<file path="config.mk">
export PLATFORM = sky130hd
export DESIGN_NAME = collision_engine
export DESIGN_NICKNAME = d
export VERILOG_FILES = /design/src/rtl/collision_pkg.sv /design/src/rtl/collision_obj_fsm.sv /design/src/rtl/collision_engine.sv
export SDC_FILE = /design/constraint.sdc
export NUM_CORES = 1
export LEC_CHECK = 0
export ABC_AREA = 1
export BUFFER_PORTS_ARGS = -buffer_cell sky130_fd_sc_hd__clkbuf_2
export CAP_MARGIN = 40
export CORE_MARGIN = 10
export CORE_UTILIZATION = 57
export CTS_CLUSTER_SIZE = 10
export DETAILED_ROUTE_END_ITERATION = 10
export PLACE_DENSITY = 0.8
export SYNTH_ARGS = -nofsm -noshare
export SYNTH_HDL_FRONTEND = slang
export SYNTH_SLANG_ARGS = --single-unit
</file>
<file path="constraint.sdc">
create_clock -name clk -period 1.67 [get_ports clk]
set_clock_uncertainty 0.1 [all_clocks]
set_input_delay 0 -clock clk [delete_from_list [all_inputs] [get_ports clk]]
set_output_delay 0 -clock clk [all_outputs]
set_load 0.1 [all_outputs]
</file>
<file path="src/rtl/collision_pkg.sv">
// Shared types and limits for the collision engine: per-object FSM states,
// pulse-mode selectors and legal parameter bounds.
package collision_pkg;

  typedef enum logic [1:0] {
    ARMED,
    PENDING,
    FIRED,
    HOLDOFF
  } obj_state_e;

  localparam int PULSE_IMMEDIATE = 0;
  localparam int PULSE_SUMMARY   = 1;
  localparam int MAX_OBJ         = 32;
  localparam int MAX_HOLDOFF     = 255;

endpackage

</file>
<file path="src/rtl/collision_obj_fsm.sv">
// One object's hit FSM: pulse generation, holdoff frame counter and the
// per-frame hit accumulator.
module collision_obj_fsm
  import collision_pkg::*;
#(
  parameter int PULSE_MODE     = PULSE_IMMEDIATE,
  parameter int HOLDOFF_FRAMES = 0
) (
  input  logic clk,
  input  logic resetN,
  input  logic sof,
  input  logic raw,
  output logic hit_pulse,
  output logic frame_hit,
  output logic holdoff_active
);

  localparam int CW = (HOLDOFF_FRAMES > 0) ? $clog2(HOLDOFF_FRAMES + 1) : 1;
  localparam logic [CW-1:0] HOLD_INIT = CW'(HOLDOFF_FRAMES);

  obj_state_e    state_q, state_d;
  logic [CW-1:0] cnt_q, cnt_d;
  logic          acc_q, acc_d;
  logic          pulse_q, pulse_d;
  logic          fhit_q, fhit_d;
  logic          hoff_q, hoff_d;
  logic          eof;

  always_comb begin
    state_d = state_q;
    cnt_d   = cnt_q;
    pulse_d = 1'b0;
    eof     = 1'b0;
    unique case (state_q)
      ARMED: if (raw) begin
        // A hit landing on startOfFrame belongs to the frame that is ending.
        state_d = (PULSE_MODE == PULSE_IMMEDIATE) ? FIRED : PENDING;
        pulse_d = (PULSE_MODE == PULSE_IMMEDIATE) || sof;
        eof     = sof;
      end
      PENDING: if (sof) begin
        pulse_d = 1'b1;
        eof     = 1'b1;
      end
      FIRED: eof = sof;
      HOLDOFF: if (sof) begin
        if (cnt_q <= CW'(1)) begin
          state_d = ARMED;
          cnt_d   = '0;
        end else begin
          cnt_d = cnt_q - CW'(1);
        end
      end
      default: state_d = ARMED;
    endcase
    if (eof) begin
      if (HOLDOFF_FRAMES == 0) begin
        state_d = ARMED;
      end else begin
        state_d = HOLDOFF;
        cnt_d   = HOLD_INIT;
      end
    end
    acc_d  = sof ? 1'b0 : (acc_q | raw);
    fhit_d = sof ? (acc_q | raw) : fhit_q;
    hoff_d = (state_d == HOLDOFF);
  end

  always_ff @(posedge clk or negedge resetN) begin
    if (!resetN) begin
      state_q <= ARMED;
      cnt_q   <= '0;
      acc_q   <= 1'b0;
      pulse_q <= 1'b0;
      fhit_q  <= 1'b0;
      hoff_q  <= 1'b0;
    end else begin
      state_q <= state_d;
      cnt_q   <= cnt_d;
      acc_q   <= acc_d;
      pulse_q <= pulse_d;
      fhit_q  <= fhit_d;
      hoff_q  <= hoff_d;
    end
  end

  assign hit_pulse      = pulse_q;
  assign frame_hit      = fhit_q;
  assign holdoff_active = hoff_q;

endmodule

</file>
<file path="src/rtl/collision_engine.sv">
// Per-pixel sprite collision detector: mask-qualified overlap per object,
// registered collision level and one hit FSM per object.
module collision_engine
  import collision_pkg::*;
#(
  parameter int                         NUM_OBJ        = 8,
  parameter logic [NUM_OBJ*NUM_OBJ-1:0] COLLIDE_MASK   = '1,
  parameter int                         PULSE_MODE     = PULSE_IMMEDIATE,
  parameter int                         HOLDOFF_FRAMES = 0
) (
  input  logic               clk,
  input  logic               resetN,
  input  logic               startOfFrame,
  input  logic [NUM_OBJ-1:0] draw_req,
  input  logic [NUM_OBJ-1:0] inhibit,
  output logic [NUM_OBJ-1:0] collide_now,
  output logic [NUM_OBJ-1:0] hit_pulse,
  output logic [NUM_OBJ-1:0] frame_hits,
  output logic [NUM_OBJ-1:0] holdoff_active
);

  if (NUM_OBJ < 2 || NUM_OBJ > MAX_OBJ) begin : g_bad_num_obj
    $error("collision_engine: NUM_OBJ out of range 2..32");
  end
  if (HOLDOFF_FRAMES < 0 || HOLDOFF_FRAMES > MAX_HOLDOFF) begin : g_bad_holdoff
    $error("collision_engine: HOLDOFF_FRAMES out of range 0..255");
  end
  if (PULSE_MODE != PULSE_IMMEDIATE && PULSE_MODE != PULSE_SUMMARY) begin : g_bad_mode
    $error("collision_engine: PULSE_MODE must be 0 or 1");
  end

  logic [NUM_OBJ-1:0] raw;
  logic [NUM_OBJ-1:0] collide_now_q, collide_now_d;

  for (genvar g = 0; g < NUM_OBJ; g++) begin : g_obj
    // Row g lists the objects that can hit object g; an object never hits itself.
    localparam logic [NUM_OBJ-1:0] ROW =
      COLLIDE_MASK[g*NUM_OBJ +: NUM_OBJ] & ~(NUM_OBJ'(1) << g);

    assign raw[g] = draw_req[g] & (|(draw_req & ROW)) & ~inhibit[g];

    collision_obj_fsm #(
      .PULSE_MODE     (PULSE_MODE),
      .HOLDOFF_FRAMES (HOLDOFF_FRAMES)
    ) u_fsm (
      .clk            (clk),
      .resetN         (resetN),
      .sof            (startOfFrame),
      .raw            (raw[g]),
      .hit_pulse      (hit_pulse[g]),
      .frame_hit      (frame_hits[g]),
      .holdoff_active (holdoff_active[g])
    );
  end

  always_comb collide_now_d = raw;

  always_ff @(posedge clk or negedge resetN) begin
    if (!resetN) collide_now_q <= '0;
    else         collide_now_q <= collide_now_d;
  end

  assign collide_now = collide_now_q;

endmodule
</file>
==> flow_summary.yaml <==
setup_path:
  criticalPathCategory: "in2reg"
  cp.arrival_ns: 1.71
  critPathSlowestCell: "dlygate4sd3_1"
  slowest_delay_ns: 0.59
  worstPathCellList: "dlygate4sd3_1 > clkbuf_2 > nor2_1 > dlygate4sd3_1 > nand3_2 > nand2_1 > nand2_1 > a21boi_1"
  cp-start-kind: "input pin"
  path_buf_inv: 3
  cp-end-kind: "flip-flop"
  critPathMaxFanout: 3
  critical-path-top-delay-family: "buffers and inverters"
  cp.required_ns: 1.81
layout:
  finish.utilization_pct: 67.4
  seqCellArea_um2: 1400
  layout-drive-gt1-share_pct: 29.3
  final_nets: 441
  syn2layout_area_growth_pct: 12.3
  multi_input_area_um2: 1300
  antennaDiodeCount: 0
  fillCellCount: 405
routing:
  first_pass_iters: 4
  ant_nets: 0
  num_vias: 2240
  drc: 0
  totalWireLength_mm: 6.08
  drt_iter0_drc: 113
  via_per_inst: 4.81
  wire_per_inst_um: 13.0
yosys:
  syn_avg_cell_area_um2: 8.96
  synthesis.nets: 397
  synth_cells: 351
  yosys_warnings: 0
  synth_cell_type_count: 31
  ys_seq_area_share_pct: 44.6
  netlist_area_um2: 3150
  ys_seq_elements: 56
floorplanning:
  die_h_um: 94.3
  fp.dieArea_um2: 8890
  io_pins: 51
  die_w_um: 94.3
  coreArea_um2: 5240
  start_util_pct: 60.1
  fp-row-count: 26
sta:
  maxSlewViolCount: 0
  finalCriticalPeriod_ns: 1.57
  max_freq_mhz: 637
  worst_pin_slew_ns: 0.551
  final.setup.tns_ns: 0
  finalSetupViolations: 0
  post-route-period-util_pct: 94.0
  hold_viol_final: 1
  slew_headroom_pct: 63.4
  whs_ns: -0.0106
  rsz0062_at_grt: "no"
outcome:
  status: "finished, violations left"
  violations: "negative hold slack"
clock_tree:
  cts.sinks: 56
  cts_tree: "done"
  insertion_delay_ns: 0.31
  cts-buffers-inserted: 5
  cts_max_path_buffers: 2
  cts_root_buf: "clkbuf_8"
  cts.reportedPaths.clkPinSlew_ns: 0.10
  h-tree-depth: 2
grt:
  grt_max_degree: 57
  grt_pass1_vias: 2306
  overflow: 0
  grt_util_all_layers_pct: 14.2
  antenna_found_initial: 0
  grt_pass1_wl_mm: 10.1
job:
  cap_viol_max_count: 0
power_and_ir_drop:
  leakagePower_nw: 1.95
  power.density_nw_per_um2: 1110
  peakVddDrop_mv: 0.758
min_path:
  min_path_type: "in2reg"
placed_design:
  gp_congestion: 0.787
  io_buffers: 50
  hpwl_mm: 4.55
[flip-flops by register name, indices dropped and copies added (netlist names)]
signal / cells
g_obj.u_fsm.state_q: 16
collide_now: 8
g_obj.u_fsm.acc_q: 8
g_obj.u_fsm.frame_hit: 8
g_obj.u_fsm.hit_pulse: 8
g_obj.u_fsm.holdoff_active: 8
[through the flow]
step                      cells  setup slack (ns)  power [W]  area [um^2]  hold slack, ns
final                       466             0.100    0.00393         3530         -0.0106
after global routing        466            0.0192    0.00420         3530          0.0129
after CTS                   464            0.0897    0.00394         3510        0.000613
after detailed placement    445             0.121    0.00316         3310         -0.0713
after global placement      445             0.198    0.00309         3310         -0.0785
after floorplan             351             0.225    0.00293         3150          -0.396
[kinds of logic after synthesis]
group | count (synthesis) | synth area share [%]
AO/OA/AOI/OAI | 33 | 6.84
AND/OR/NAND/NOR | 142 | 23.5
adder cells (fa/ha/maj) | 27 | 10.7
flip-flops | 56 | 44.6
buffers and inverters | 93 | 14.4
[path summary, 6_finish.rpt]
kind | from | end | slack, ns | cells after the start
setup / recovery | inhibit[7] | g_obj[7].u_fsm.holdoff_active | 0.10 | 8
hold / removal | draw_req[7] | collide_now[6] | -0.01 | 5
setup reg to reg | g_obj[0].u_fsm.state_q[0] | g_obj[0].u_fsm.holdoff_active | 0.10 | 6
hold reg to reg | g_obj[4].u_fsm.acc_q | g_obj[4].u_fsm.acc_q | 0.39 | 2
max in group asynchronous | resetN | g_obj[6].u_fsm.hit_pulse | 1.11 | 3
min in group asynchronous | resetN | g_obj[4].u_fsm.state_q[1] | 0.11 | 3
[where the power goes]
group | leakage (nW) | switching (W) | internal, W
clock network | 0.0445 | 0.000419 | 0.000338
registers | 0.732 | 0.000104 | 0.00151
logic | 1.18 | 0.00114 | 0.000419
total | 1.95 | 0.00166 | 0.00227
[layout make-up]
| cell class | instances | area share [%] |
|---|---|---|
| clock inverter | 1 | 0.213 |
| tap | 70 | 2.48 |
| clock buffer | 7 | 2.45 |
| multi-input combinational | 202 | 36.7 |
| timing repair buffer | 66 | 11.6 |
| inverter | 64 | 6.80 |
| sequential | 56 | 39.7 |
[cell usage after synthesis]
master    count  share of area (%)
a211o_1       1               0.28
a21boi_1      1               0.24
a21boi_2      1               0.36
a21oi_1      10                1.6
a21oi_2       3               0.84
a31oi_1       7                1.4
buf_2         4               0.64
buf_4        24                5.7
buf_6         1               0.36
dfrtp_1      56                 45
ha_1         27                 11
inv_1        56                6.7
inv_2         8               0.95
nand2_1      49                5.8
nand2_2      19                3.8
nand2_4       3                1.1
nand3_1       6               0.95
nand3_2       8                2.5
nand3_4       2                1.1
nand4_1       3               0.60
nor2_1       43                5.1
nor2_2        4               0.80
nor2_4        1               0.36
nor2_8        1               0.64
nor3_1        1               0.16
nor3_2        1               0.32
o21ai_1       2               0.32
o21ai_2       1               0.28
o22ai_1       3               0.60
o31ai_1       4               0.95
or2_2         1               0.20
[cell usage in the layout, fill, tap and decap left out, types with 3 or more instances in the layout]
| master | count |
|---|---|
| nand2_2 | 19 |
| clkbuf_8 | 6 |
| a21oi_1 | 10 |
| inv_1 | 56 |
| nand2_4 | 3 |
| a21oi_2 | 3 |
| dlygate4sd3_1 | 11 |
| a31oi_1 | 7 |
| nand2_1 | 49 |
| nor2_1 | 43 |
| nand3_1 | 6 |
| ha_1 | 27 |
| clkbuf_2 | 50 |
| o22ai_1 | 3 |
| nand3_2 | 8 |
| dfrtp_1 | 56 |
| inv_2 | 8 |
| o31ai_1 | 3 |
| nor2_2 | 4 |
| buf_4 | 4 |
| nand4_1 | 3 |
[worst register-to-register path, cell delays in order, from the launching register on]
cell and delay, ns:
dfrtp_1 0.41, inv_1 0.07, ha_1 0.34, o31ai_1 0.26, nand2_1 0.10, nand2_1 0.12, nor2_1 0.07
[timing repair]
item | in CTS | in global routing
setup buffers | 0 | 2
hold buffers | 11 | 0
gates resized for setup | 0 | 1
setup endpoints to repair | 0 | 3
endpoints found under the hold margin | 87 | 0
[routing by layer]
layer | global-route usage, % | vias to the layer above | part of all wire, %
met4 | 5.44 | 0 | 2.2
met2 | 24.5 | 50 | 49
met5 | 0 | - | 0
li1 | - | 1148 | -
met1 | 15.2 | 1030 | 41
met3 | 5.44 | 12 | 6.9
No activity file was read; power rests on OpenSTA's default activity.
